==> src/rtl/mult_pkg.sv <==
// Shared types and constants for the sequential 8x8 signed shift-add multiplier.
package mult_pkg;

    localparam int WIDTH    = 8;
    localparam int LAST_BIT = WIDTH - 1;
    localparam int CNT_W    = $clog2(WIDTH);

    typedef enum logic [2:0] {
        IDLE,
        START,
        ADD,
        SHIFT,
        DONE
    } state_t;

endpackage

==> src/rtl/mult_shift_reg.sv <==
// X/A/B product chain: load B, clear or load {X,A}, arithmetic right shift of {X,A,B}.
module mult_shift_reg #(
    parameter int W = 8
) (
    input  logic         clk,
    input  logic         reset,
    input  logic         load_b,
    input  logic         clear_ax,
    input  logic         load_ax,
    input  logic         shift,
    input  logic [W-1:0] s,
    input  logic [W-1:0] sum,
    input  logic         sum_x,
    output logic [W-1:0] a,
    output logic [W-1:0] b,
    output logic         x
);

    always_ff @(posedge clk) begin
        if (reset) begin
            a <= '0;
            b <= '0;
            x <= 1'b0;
        end else begin
            if (load_b) begin
                b <= s;
            end
            if (clear_ax) begin
                a <= '0;
                x <= 1'b0;
            end else if (load_ax) begin
                a <= sum;
                x <= sum_x;
            end else if (shift) begin
                // X replicates into A's MSB, so the shift is arithmetic and X is kept.
                a <= {x, a[W-1:1]};
                b <= {a[0], b[W-1:1]};
            end
        end
    end

endmodule

==> src/rtl/mult_seq_ctrl.sv <==
// Control FSM and registers of the shift-add signed multiplier; the adder is external.
// Optional MULT_ADD_SKIP_EN: jump straight between SHIFT cycles when the next multiplier bit is 0.
module mult_seq_ctrl
    import mult_pkg::*;
(
    input  logic             Clk,
    input  logic             Reset,
    input  logic             Run,
    input  logic             ClearA_LoadB,
    input  logic [WIDTH-1:0] S,
    output logic [WIDTH:0]   Add_A9,
    output logic [WIDTH:0]   Add_B9,
    output logic             Add_Cin,
    input  logic [WIDTH-1:0] Add_Sum,
    input  logic             Add_X,
    output logic [WIDTH-1:0] Aval,
    output logic [WIDTH-1:0] Bval,
    output logic             Xval,
    output logic             Done
);

    localparam logic [CNT_W-1:0] LAST = CNT_W'(LAST_BIT);

    state_t           state, state_nxt;
    logic [WIDTH-1:0] m;
    logic [WIDTH-1:0] a, b;
    logic             x;
    logic [CNT_W-1:0] count;
    logic             last_bit;
    logic             load_b, clear_ax, load_ax, shift, load_m, sub;
    logic [WIDTH:0]   m9;

    assign last_bit = (count == LAST);

    always_ff @(posedge Clk) begin
        if (Reset) begin
            state <= IDLE;
            m     <= '0;
            count <= '0;
        end else begin
            state <= state_nxt;
            if (load_m) begin
                m     <= S;
                count <= '0;
            end else if (shift && !last_bit) begin
                count <= count + 1'b1;
            end
        end
    end

    always_comb begin
        state_nxt = state;
        load_b    = 1'b0;
        clear_ax  = 1'b0;
        load_ax   = 1'b0;
        shift     = 1'b0;
        load_m    = 1'b0;
        sub       = 1'b0;
        Done      = 1'b0;
        case (state)
            IDLE: begin
                if (ClearA_LoadB) begin
                    load_b   = 1'b1;
                    clear_ax = 1'b1;
                end else if (Run) begin
                    state_nxt = START;
                end
            end
            START: begin
                load_m   = 1'b1;
                clear_ax = 1'b1;
`ifdef MULT_ADD_SKIP_EN
                state_nxt = b[0] ? ADD : SHIFT;
`else
                state_nxt = ADD;
`endif
            end
            ADD: begin
                // The sign bit of a two's complement multiplier has weight -2^(W-1).
                load_ax   = b[0];
                sub       = b[0] && last_bit;
                state_nxt = SHIFT;
            end
            SHIFT: begin
                shift = 1'b1;
                if (last_bit) begin
                    state_nxt = DONE;
                end else begin
`ifdef MULT_ADD_SKIP_EN
                    state_nxt = b[1] ? ADD : SHIFT;
`else
                    state_nxt = ADD;
`endif
                end
            end
            DONE: begin
                Done = 1'b1;
                if (ClearA_LoadB) begin
                    load_b   = 1'b1;
                    clear_ax = 1'b1;
                end
                if (!Run) begin
                    state_nxt = IDLE;
                end
            end
            default: state_nxt = IDLE;
        endcase
    end

    mult_shift_reg #(.W(WIDTH)) u_shift_reg (
        .clk      (Clk),
        .reset    (Reset),
        .load_b   (load_b),
        .clear_ax (clear_ax),
        .load_ax  (load_ax),
        .shift    (shift),
        .s        (S),
        .sum      (Add_Sum),
        .sum_x    (Add_X),
        .a        (a),
        .b        (b),
        .x        (x)
    );

    assign m9      = {m[WIDTH-1], m};
    assign Add_A9  = {a[WIDTH-1], a};
    assign Add_B9  = sub ? ~m9 : m9;
    assign Add_Cin = sub;
    assign Aval    = a;
    assign Bval    = b;
    assign Xval    = x;

endmodule

==> config.mk <==
export PLATFORM = sky130hd
export DESIGN_NAME = mult_seq_ctrl
export DESIGN_NICKNAME = d
export VERILOG_FILES = /design/src/rtl/mult_pkg.sv /design/src/rtl/mult_shift_reg.sv /design/src/rtl/mult_seq_ctrl.sv
export SDC_FILE = /design/constraint.sdc
export NUM_CORES = 1
export LEC_CHECK = 0
export CORE_UTILIZATION = 35
export DETAILED_ROUTE_END_ITERATION = 10
export PLACE_DENSITY = 0.74
export REMOVE_ABC_BUFFERS = 1
export SYNTH_ARGS = -nofsm -noshare
export SYNTH_HDL_FRONTEND = slang
export SYNTH_SLANG_ARGS = --single-unit
export TNS_END_PERCENT = 100
==> constraint.sdc <==
create_clock -name Clk -period 3.95 [get_ports Clk]
set_input_delay 0.79 -clock Clk [delete_from_list [all_inputs] [get_ports Clk]]
set_output_delay 0.79 -clock Clk [all_outputs]
set_load 0.01 [all_outputs]
Word-level counts from Yosys, hierarchy flattened
Cells that the tools add are included.

operators by class
  $add $sub $neg = 1
  multiply operators = 0
  divide/modulo/power cells = 0
  $lt $le $gt $ge = 0
  equal/unequal tests = 8
  shift operators = 0
  muxes and demuxes = 20
  bitwise operators = 1
  reduce and logical (&&, ||, !) cells = 9

operators by type and width
  operator                                                                count
  8-bit two-way mux                                                       6
  3-bit one-hot mux with 5 select lines                                   1
  3-bit two-way mux                                                       4
  9-bit two-way mux                                                       1
  9-bit inverter                                                          1
  1-bit two-way mux                                                       7
  3-bit by 2-bit equality test with 1-bit output (second input constant)  2
  3-bit equality test (second input constant)                             2
  2-bit != test (second input constant)                                   3
  2-bit OR reduction                                                      3
  3-bit by 1-bit adder with 3-bit output (second input constant)          1
  3-bit by 1-bit equality test with 1-bit output (second input constant)  1
  3-bit zero test                                                         1
  3-bit AND reduction                                                     1
  1-bit logical AND                                                       2
  1-bit one-hot mux with 2 select lines                                   1
  2-bit nonzero test                                                      1
  1-bit zero test                                                         1

word-level totals
  bits in registers = 31
  bits in latches = 0
  memory bits (writable) = 0
  ROM bits = 0
  input bits = 21
  output and inout port bits = 37
  memories kept = 0

Logic depth before layout (Yosys ltp)
Gate-level depths: netlist of run 1.

  depth in word-level cells = 7
  depth in mapped cells = 6
  mapped depth without buffers = 5

Modules after synthesis
A second synthesis of run 1 with hierarchy kept.

second synthesis, totals
  cells, all modules = 166
  area total of the unflattened synthesis = 1626.6 µm²

modules (own cells, without submodules)
  module          times used  cells each  area an instance (µm²)  seq. area each (µm²)
  mult_shift_reg  1           77          870.8                   340.3
  mult_seq_ctrl   1           89          755.7                   280.3

Worst setup path after synthesis of run 1
Ideal clock, no wire load.

  kind = reg2out
  start point = register count[0]
  end point = output port Add_B9[8]
  arrival = 1.526 ns
  setup slack = 1.634 ns
  cell stages (with the launch flop) = 7
  path buffers = 2
  cells stage by stage = dfxtp_1 -> ha_1 -> ha_1 -> and4_1 -> buf_2 -> xor2_1 -> buf_4

on the way
  cells in the longest elaborated chain, start to end = 4

RTL lines
  what                    RTL line              source
  start, declared         mult_seq_ctrl.sv:28   logic [CNT_W-1:0] count;
  start signal, assigned  mult_seq_ctrl.sv:46   count <= count + 1'b1;
  3-bit equality test     mult_seq_ctrl.sv:33   assign last_bit = (count == LAST);
  1-bit logical AND       mult_seq_ctrl.sv:81   sub = b[0] && last_bit;
  1-bit two-way mux       mult_seq_ctrl.sv:60   case (state)
  net Add_Cin             mult_seq_ctrl.sv:13   output logic Add_Cin,
  9-bit two-way mux       mult_seq_ctrl.sv:127  assign Add_B9 = sub ? ~m9 : m9;
  end, declared           mult_seq_ctrl.sv:12   output logic [WIDTH:0] Add_B9,

The timed path passes the listed nets, and every way through them passes these cells.

Worst setup path after layout of run 1
  start point = register count[0]
  end point = output port Add_B9[7]

on the way
  cells in the longest elaborated chain, start to end = 4

RTL lines
  what                 RTL line
  3-bit equality test  mult_seq_ctrl.sv:33
  1-bit logical AND    mult_seq_ctrl.sv:81
  1-bit two-way mux    mult_seq_ctrl.sv:60
  9-bit two-way mux    mult_seq_ctrl.sv:127

No other way between the ends.

==> impl_results.md, run 1 <==
- Worst path cell trace: ha_1, ha_1, and4_1, xor2_1, clkdlybuf4s50_1
- Maximum vdd ir drop: 0.000206 V
- Area share of the largest cell type after synthesis: 0.410
- Clock Sinks: 31
- R2r startpoint: state[1]$_SDFFE_PP0P_
- Peak Freq: 315 MHz
- Mapped Avg Cell Area: 9.52 um^2
- Max incr delay on CP: 0.58 ns
- Fin Hold WS: slightly below 0.5 ns
- Core Area: a little over 4000 um^2
- Crit path kind: register to output pin
- Starting density of the core: 0.370
- Most used DFF post-synth: dfxtp_1
- Ranking of synthesized cells by area: dfxtp_1 41%, mux2i_1 12%, a211oi_2 6.6%
- TritonCTS clock tree: done
- Post-synth ARST share: 0
- Share of layout cells above drive strength 1: 0.0976
- Synthesized cell area: 1510 um^2
- Slew @ Worst Pin: ~0.99 ns
- Most frequent CP cell: ha_1
- Dpl hpwl: 2400 um
- Overflow after GRT: 0
- Wire per inst: 13.3 um
- Final setup viols: 0
- Post-CTS Setup Bufs: 0
- Worst clock skew: 0.00321 ns
- Critical Path RT: 3.16 ns
- Max Slew Vio Count: 0
- Post-cts sizing count: 0
- Worst-path clk slew: 0.06 ns
- Area grow syn2layout: 41.3%
- Routed via count: 1264
- Worst Hold Class: register to register
- CP arrival: around 2.4 ns
- Skew-Pair Late Insertion Delay: 0.27 ns
- First-pass DRT Iterations: 4
- I/O pins: 58
- Die X: 67.8 um
- RSZ-0062 raised after global routing: no
- Final Cell Area: between 2000 and 2500 um^2
- Fin crit period: 3.18 ns
- # fillers: 387
- Crit end category: output pin
- DP Area: 2040 um^2
- Nets@finish: 228
- Register bit total from synthesis: 31
- Vias in the first global route: ~1100
- CP Launch Type: register
- Max Buffers Root-to-Sink: 2
- Critical path launch point: count[0]$_SDFFE_PP0P_
- ANT cells: 0
- Distinct cells, synth: 29
- First-pass GRT wire length: 5220 um
- Stages on worst setup path: 5
- Max H-tree Level: 2
- CP max stage cell: clkdlybuf4s50_1
- Largest net degree at the start of global routing: 22
- Synth area leader: dfxtp_1
- WP buf/inv: 1
- PortBufs: 57
- Most frequent cell after synthesis: dfxtp_1
- Final Wtd Congestion: between 0.7 and 0.8
- Initial antenna violation count: 0
- Maximum capacitance violations: 0
- Power Density: 350 nW/um^2
- CP Max Fanout: 9
- Final hold vios: 0
- YS warnings: 0
- Hold-fix buffers, CTS: 0
- Total power after layout: 749 uW
- Initial DRC count: 38
- Largest delay contributor family on the critical path: buffers and inverters
- Commonest cells in the netlist: 31 x dfxtp_1, 25 x nor2_1, 18 x mux2i_1
- Max transition margin: 0.339
- Leakage: ~0.0008 uW
- Cts bufs inserted: 5
- Sequential share of the synthesized area: 0.410
- Cell count after synthesis: 159
- CTS Root Cell: clkbuf_8
- Routed Antenna Nets: 0
- Critical R2R Capture: count[1]$_SDFFE_PP0P_
- Die Height: 67.8 um
- Outcome: finished clean
- Global-route total usage across every layer: 0.155
- Vias per Instance: 4.96
- Die area: ~4600 um^2
- Total Negative Setup Slacks: 0 ns
- WL final: 3380 um
- Post-route DRC violation count: 0
- Crit share post-route: 0.804
- R2R cell count: 4
- Reg-to-reg slack, setup: around 1.7 ns
- Critical Path End: Add_B9[7]
- Cell row count: 23
- EDFF count, synth: 0
power by group:
part | internal (uW) | switching (uW) | leakage (uW) | total [uW]
Sequential | 327 | 13.9 | 0.000252 | 341
Clock | 185 | 112 | 0.0000513 | 296
Combinational | 65.3 | 46.7 | 0.000513 | 112
Total | 577 | 172 | 0.000817 | 749
flip-flops by register name (all words and copies together) (netlist names):
signal	cells
u_shift_reg.a	8
count	3
u_shift_reg.x	1
u_shift_reg.b	8
state	3
m	8
stage by stage:
stage	util	instances	worst slack, ns
floorplan	-	139	1.63
global placement	0.498	248	1.15
detailed placement	0.498	248	1.04
CTS	0.524	255	0.717
global route	0.524	255	0.622
finish	0.524	255	0.774
tightest hold or removal path, delay by kind of cell (launching register included):
family | cells | cell delay [ns]
compound gates | 1 | 0.06
flops | 1 | 0.32
simple gates | 1 | 0.06
worst min path at each step:
stage	start	end	slack, ns	depth (start not counted)
after floorplan	m[0]$_SDFFE_PP0P_	m[0]$_SDFFE_PP0P_	0.48	2
after global placement	u_shift_reg.x$_SDFFE_PP0P_	u_shift_reg.x$_SDFFE_PP0P_	0.47	2
after detailed placement	u_shift_reg.x$_SDFFE_PP0P_	u_shift_reg.x$_SDFFE_PP0P_	0.48	2
after CTS	u_shift_reg.x$_SDFFE_PP0P_	u_shift_reg.x$_SDFFE_PP0P_	0.49	2
after global routing	u_shift_reg.a[0]$_SDFFE_PP0P_	u_shift_reg.a[0]$_SDFFE_PP0P_	0.52	2
final	u_shift_reg.x$_SDFFE_PP0P_	u_shift_reg.x$_SDFFE_PP0P_	0.49	2
placed cells by master (no fill, tap or decap), drive strengths merged:
master         Yosys  final
and3               1      1
nand3b             1      1
a22oi              5      5
mux2               1      1
clkbuf             3      6
mux2i             18     18
o21bai             1      1
ha                 2      2
bufinv             0      1
and3b              1      1
and4               1      1
nor3b              1      1
dfxtp             31     31
nor4bb             1      1
xor2               8      8
nor2              25     25
nand2             10     10
a21oi             10     10
a211oi            12     12
buf               17      2
and2               1      1
xnor2              1      1
nor4               2      2
nor3               4      4
nand3              1      1
inv                1      1
clkdlybuf4s50      0     57
cells by family (layout without fill, tap and decap cells):
logic type	after synthesis	count (layout)	share of synthesized area
buf+inv	21	67	0.0884
compound gates	28	28	0.151
flops	31	31	0.410
xor+xnor	9	9	0.0521
simple gates	49	49	0.155
fa+ha+maj	2	2	0.0165
mux	19	19	0.126
metal layers:
layer	vias up	track usage	part of all wire
met3	4	0.0355	0.044
met5	-	0	0
met2	34	0.256	0.49
li1	638	-	-
met4	0	0.0703	0.0098
met1	588	0.189	0.45
cell type report:
cell class	count	area, um^2	share of cell area
timing repair buffer	59	586	0.274
tap	50	62.6	0.0292
sequential	31	621	0.290
clock inverter	1	30.0	0.0140
inverter	1	3.75	0.00175
clock buffer	6	72.6	0.0339
multi-input combinational	107	764	0.357
(Power assumes the default switching activity.)
==> run 2: changes to the inputs <==
==> constraint.sdc (replaced) <==
create_clock -name Clk -period 3.26 [get_ports Clk]
set_input_delay 0.652 -clock Clk [delete_from_list [all_inputs] [get_ports Clk]]
set_output_delay 0.652 -clock Clk [all_outputs]
set_load 0.01 [all_outputs]
==> impl_results.md, run 2 (synthesis results as in run 1) <==
- Routed met3 length: 180 um (+20%)
- Routed Antenna Nets: 0 (unchanged)
- WL final: 3410 um (+0.74%)
- Final Wtd Congestion: 0.730 (-1.7%)
- Share of layout cells above drive strength 1: 0.111 (+0.0130)
- Initial DRC count: 29 (-24%)
- Max transition margin: 0.622 (+0.284)
- Crit path kind: register to output pin
- Max incr delay on CP: 0.59 ns (about the same)
- Hold-fix buffers, CTS: 0 (unchanged)
- Critical path launch point: count[0]$_SDFFE_PP0P_
- I/O pins: 58 (unchanged)
- R2R cell count: 5 (+1)
- Crit end category: output pin
- Post-route DRC violation count: 0 (unchanged)
- Max H-tree Level: 2 (unchanged)
- Post-cts sizing count: 0 (unchanged)
- Wire per inst: 13.2 um (-0.43%)
- Power Density: 394 nW/um^2 (+13%)
- Die area: 4590 um^2 (unchanged)
- Cts bufs inserted: 5 (unchanged)
- M1 WL: 1540 um (+0.33%)
- Slew @ Worst Pin: 0.565 ns (-0.423 ns)
- Fin crit period: 3.04 ns
- Peak Freq: around 330 MHz
- Final hold vios: 0 (unchanged)
- CP arrival: 2.39 ns (about the same)
- Overflow after GRT: 0 (unchanged)
- Worst Hold Class: register to register
- First-pass GRT wire length: 5340 um (+2.2%)
- Dpl hpwl: 2360 um (-1.9%)
- Uppermost layer routed: met4
- Critical Path RT: 2.61 ns (-0.55 ns)
- CTS Root Cell: clkbuf_8
- Cell row count: 23 (unchanged)
- PortBufs: 57 (unchanged)
- Post-Route Utilization: 0.523 (-0.000612)
- Most frequent cells in the layout: 57 x clkdlybuf4s50_1, 31 x dfxtp_1, 25 x nor2_1
- CP Max Fanout: 9 (unchanged)
- Leakage: 0.000816 uW (about the same)
- Met2 routed WL: 1610 um (-3.1%)
- Area grow syn2layout: 41.2%
- Die Height: 67.8 um (unchanged)
- Post-CTS Setup Bufs: 0 (unchanged)
- Most frequent CP cell: ha_1
- Total Negative Setup Slacks: 0 ns (unchanged)
- First-pass DRT Iterations: 4 (unchanged)
- Critical R2R Capture: count[2]$_SDFFE_PP0P_
- Hold Crit Depth: 2 (unchanged)
- Final setup viols: 0 (unchanged)
- Worst Hold Launch: u_shift_reg.x$_SDFFE_PP0P_
- Initial antenna violation count: 0 (unchanged)
- Core Area: 4090 um^2 (unchanged)
- Vias in the first global route: 1172 (+4.3%)
- Commonest non-fill, non-tap cell in the layout: clkdlybuf4s50_1
- CP Launch Type: register
- TritonCTS clock tree: done
- Largest net degree at the start of global routing: 22 (unchanged)
- Starting density of the core: 0.370 (unchanged)
- RSZ-0062 raised after global routing: no
- Nets@finish: 230 (+0.88%)
- Maximum vdd ir drop: 0.000285 V (+38%)
- Clock Sinks: 31 (unchanged)
- Worst clock skew: 0.00375 ns (+0.000536 ns)
- Vias per Instance: 4.91 (-0.93%)
- Worst-path clk slew: 0.07 ns (about the same)
- Max Slew Vio Count: 0 (unchanged)
- CP max stage cell: clkdlybuf4s50_1
- Reg-to-reg slack, setup: 1.65 ns (-0.02 ns)
- Die X: 67.8 um (unchanged)
- Outcome: finished clean
- Worst path cell trace: ha_1, ha_1, and4_1, xor2_1, clkdlybuf4s50_1
- Global-route total usage across every layer: 0.164 (+0.00868)
- ANT cells: 0 (unchanged)
- Routed via count: 1267 (+0.24%)
- Worst hold endpoint: u_shift_reg.x$_SDFFE_PP0P_
- Maximum capacitance violations: 0 (unchanged)
- Max Buffers Root-to-Sink: 2 (unchanged)
- Top Registers: m: 8 flops, u_shift_reg.a: 8 flops, u_shift_reg.b: 8 flops
- Skew-Pair Late Insertion Delay: 0.28 ns (about the same)
- Crit share post-route: 0.932
- R2r startpoint: state[1]$_SDFFE_PP0P_
-- run 2: cell count changes in the layout (fill, tap and decap cells not counted) --
cell,change
buf_4,+2
bufinv_16,-1
clkinv_2,+1
clkinvlp_4,+1
-- run 2: through the flow --
stage / power [uW] / hold slack, ns / cell area, um^2 / setup WS [ns] / std cells
floorplan: 483 / 0.481 / 1380 / 1.08 / 139
global placement: 557 / 0.468 / 2050 / 0.594 / 250
detailed placement: 559 / 0.473 / 2050 / 0.509 / 250
CTS: 853 / 0.483 / 2140 / 0.174 / 258
global route: 883 / 0.512 / 2140 / 0.0789 / 258
finish: 842 / 0.484 / 2140 / 0.222 / 258
-- run 2: where the power goes --
group          total (uW)  internal (uW)  switching (uW)  leakage, uW
sequential            412            396            16.7     0.000252
combinational         137           80.3            57.0     0.000523
clock                 293            149             144    0.0000412
total                 842            625             218     0.000816
-- run 2: layout make-up --
cell class              instances  area, um^2
clock buffers                   6        72.6
clock inverters                 2        12.5
fillers                       386        1950
inverters                       1        3.75
multi-input cells             107         764
flip-flops and latches         31         621
well taps                      50        62.6
repair buffers                 61         601
-- run 2: how the worst max path moves through the flow --
stage	endpoint	slack, ns	cells past startpoint
after floorplan	Add_B9[7]	1.08	4
after global placement	Add_B9[7]	0.59	5
after detailed placement	Add_B9[7]	0.51	5
after CTS	Add_B9[7]	0.17	5
after global routing	Add_B9[7]	0.08	5
final	Add_B9[7]	0.22	5
-- run 2: per-layer routing --
layer  GRT usage  up-vias
li1            -      639
met1       0.200      584
met2       0.259       37
met3      0.0405        7
met4      0.0938        0
met5           0        -
-- run 2: worst max-delay path: cells and delay by family, from the launching register on --
| family | cells | cell delay, ns |
|---|---|---|
| XOR/XNOR | 1 | 0.28 |
| adder cells (fa/ha/maj) | 2 | 0.35 |
| buffers and inverters | 1 | 0.59 |
| flip-flops | 1 | 0.35 |
| AND/OR/NAND/NOR | 1 | 0.54 |
==> RTL change: new RTL, config.mk and constraints of run 2 <==
Change the package constant `WIDTH` from 8 to 16.
--- a/src/rtl/mult_pkg.sv
+++ b/src/rtl/mult_pkg.sv
@@ -1,7 +1,7 @@
 // Shared types and constants for the sequential 8x8 signed shift-add multiplier.
 package mult_pkg;
 
-    localparam int WIDTH    = 8;
+    localparam int WIDTH    = 16;
     localparam int LAST_BIT = WIDTH - 1;
     localparam int CNT_W    = $clog2(WIDTH);
 
Ports: changed (6 resized); port bits go from 58 to 106. No check against the original RTL was run, so the function may have changed too.
==> RTL change against run 2 <==
  * Maximum frequency up 1.5%
  * Clock power up 32%
  * Synthesized area up 71%
  * Design area up 71%
  * Power up 62%
  * Setup slack better by 0.046 ns
  * Routed wire length up 89%
  * Sequential cell count up 25
  * Critical endpoint is now Add_B9[2]
  * Highest routed layer unchanged
==> RTL change: results (changes against run 2) <==
[outcome]
outcome = complete, no violations  ; unchanged

[final_layout]
drive_above_1_share = 0.0536  ; was 0.111
final_net_count = 410  ; was 230
top_regs = m: 16 flops, u_shift_reg.a: 16 flops, u_shift_reg.b: 16 flops  ; was m: 8 flops, u_shift_reg.a: 8 flops, u_shift_reg.b: 8 flops

[global_routing]
grt_pass1_vias = 2149  ; was 1172
track_usage = 0.170  ; was 0.164
antenna_found_initial = 0  ; unchanged
grt_max_degree = 29  ; was 22
grt_pass1_wl_mm = 10.2  ; was 5.34 mm

[synth]
syn_avg_cell_area_um2 = 8.83  ; was 9.52 µm²
yosysUniqueCellTypes = 32  ; was 29
ys.flop_type = dfxtp_1  ; unchanged
yosysSeqAreaShare = 0.432  ; was 0.410
synthArstFlopShare = 0  ; unchanged
synthTopCellsByCount = dfxtp_1 (56), nand2_1 (49), a21oi_1 (34)  ; was dfxtp_1 (31), nor2_1 (25), mux2i_1 (18)
synth_compound_area_frac = 0.165  ; was 0.151
muxShareOfSynthArea = 0.0737  ; was 0.126
synth_fa_ha_area_frac = 0.00482  ; was 0.0165
synth_xor_area_frac = 0.0607  ; was 0.0521
synth.yosys.warnings = 0  ; unchanged
synth.top_cells.by_area = dfxtp_1 (43%), nand2_1 (7.1%), mux2i_1 (6.9%)  ; was dfxtp_1 (41%), mux2i_1 (12%), a211oi_2 (6.6%)

[clock_tree]
clock_path_buffers = 2  ; unchanged
cts_setup_buffers = 0  ; unchanged
cts_buffers = 5  ; unchanged
cts_resized = 0  ; unchanged
clk_pin_slew_ns = 0.09  ; was 0.07 ns
insertion_delay_ns = 0.31  ; was 0.28 ns

[critical_path]
rr_endpoint = m[14]  ; was count[2]
r2r_setup_slack_ns = 1.41  ; was 1.65 ns
worstReg2RegStart = state[0]  ; was state[1]
cp_top_family = buffers and inverters  ; unchanged
reg2regPathDepth = 3  ; was 5
critPathBufInv = 2  ; was 1
cp_max_fo = 17  ; was 9
crit_arrival_ns = 2.34  ; was 2.39 ns
crit_slowest_cell = clkdlybuf4s50_1  ; unchanged
max_stage_delay_ns = 0.58

[drt]
drt_iter0_drc = 56  ; was 29
drt_first_pass_iters = 6  ; was 4
vias = 2276  ; was 1267
totalWireLength_mm = 6.44  ; was 3.41 mm

[placement]
place_congestion = 0.767  ; was 0.730
place_ws_ns = 0.601  ; was 0.509 ns
io_buffers = 105  ; was 57
dp_hpwl_mm = 4.51  ; was 2.36 mm
place_area_um2 = 3560  ; was 2050 µm²

[timing]
finalHoldViolCount = 0  ; unchanged
max_slew_margin = 0.258  ; was 0.622
fin_skew_ns = 0.00818  ; was 0.00375 ns

[hold_path]
holdPathEnd = m[8]  ; was u_shift_reg.x
min_path_type = reg -> reg  ; unchanged
hold_start = m[8]  ; was u_shift_reg.x
whs_path_depth = 2  ; unchanged

[power_and_ir_drop]
p_leak_nw = 1.38  ; was 0.816 nW
worst_ir_drop_vdd_uv = 158  ; was 285 µV

[RTL change: kinds of logic (layout without fill, tap and decap cells)]
kind of cell | Yosys count | after routing
AOI/OAI and AO/OA | 68 | 68
xor gates and xnor gates | 18 | 18
adders and majority gates | 1 | 1
buffers and inverters | 41 | 120
DFF | 56 | 56
muxes | 19 | 19
and+or+nand+nor | 91 | 91
[RTL change: final cells by class]
cell class              instances  area (µm²)
fillers                       715        3570
multi-input cells             197        1210
flip-flops and latches         56        1120
repair buffers                111        1100
well taps                      99         124
clock buffers                   6        82.6
clock inverters                 2        10.0
inverters                       1        3.75
[RTL change: metal layers]
layer / global-route usage / part of all wire / vias to the layer above
met2: 0.287 / 0.45 / 97
li1: - / - / 1148
met4: 0.0499 / 0.011 / 0
met3: 0.0509 / 0.086 / 7
met1: 0.211 / 0.45 / 1024
met5: 0 / 0 / -
[RTL change: worst register-to-register path, cell delays in order, from the launching register on]
cell and delay [ns]:
dfxtp_1 0.54, nor3b_2 0.96, nand2_1 0.12, a21oi_1 0.17
[RTL change: power breakdown]
group	leakage (nW)	total, W	internal, W	switching, W
Combinational	0.877	0.000234	0.000133	0.000101
Clock	0.0510	0.000387	0.000170	0.000217
Sequential	0.455	0.000741	0.000714	0.0000268
Total	1.38	0.00136	0.00102	0.000345
[RTL change: how the worst max path moves through the flow]
stage | from | end | slack [ns] | cells after the start
floorplan | state[1] | Add_B9[15] | 0.38 | 3
global placement | count[0] | Add_B9[4] | 0.66 | 6
detailed placement | count[0] | Add_B9[2] | 0.60 | 6
CTS | count[0] | Add_B9[2] | 0.25 | 6
global route | count[1] | Add_B9[2] | 0.11 | 6
finish | count[0] | Add_B9[2] | 0.27 | 6
[RTL change: per-stage QoR]
step           total power [W]  hold slack [ns]   util  std cells
2_1_floorplan         0.000852            0.442      -        254
3_3_place_gp          0.000988            0.454  0.493        464
3_5_place_dp          0.000993            0.458  0.493        464
4_1_cts                0.00138            0.472  0.506        472
5_1_grt                0.00143            0.489  0.506        472
6_report               0.00136            0.469  0.506        472
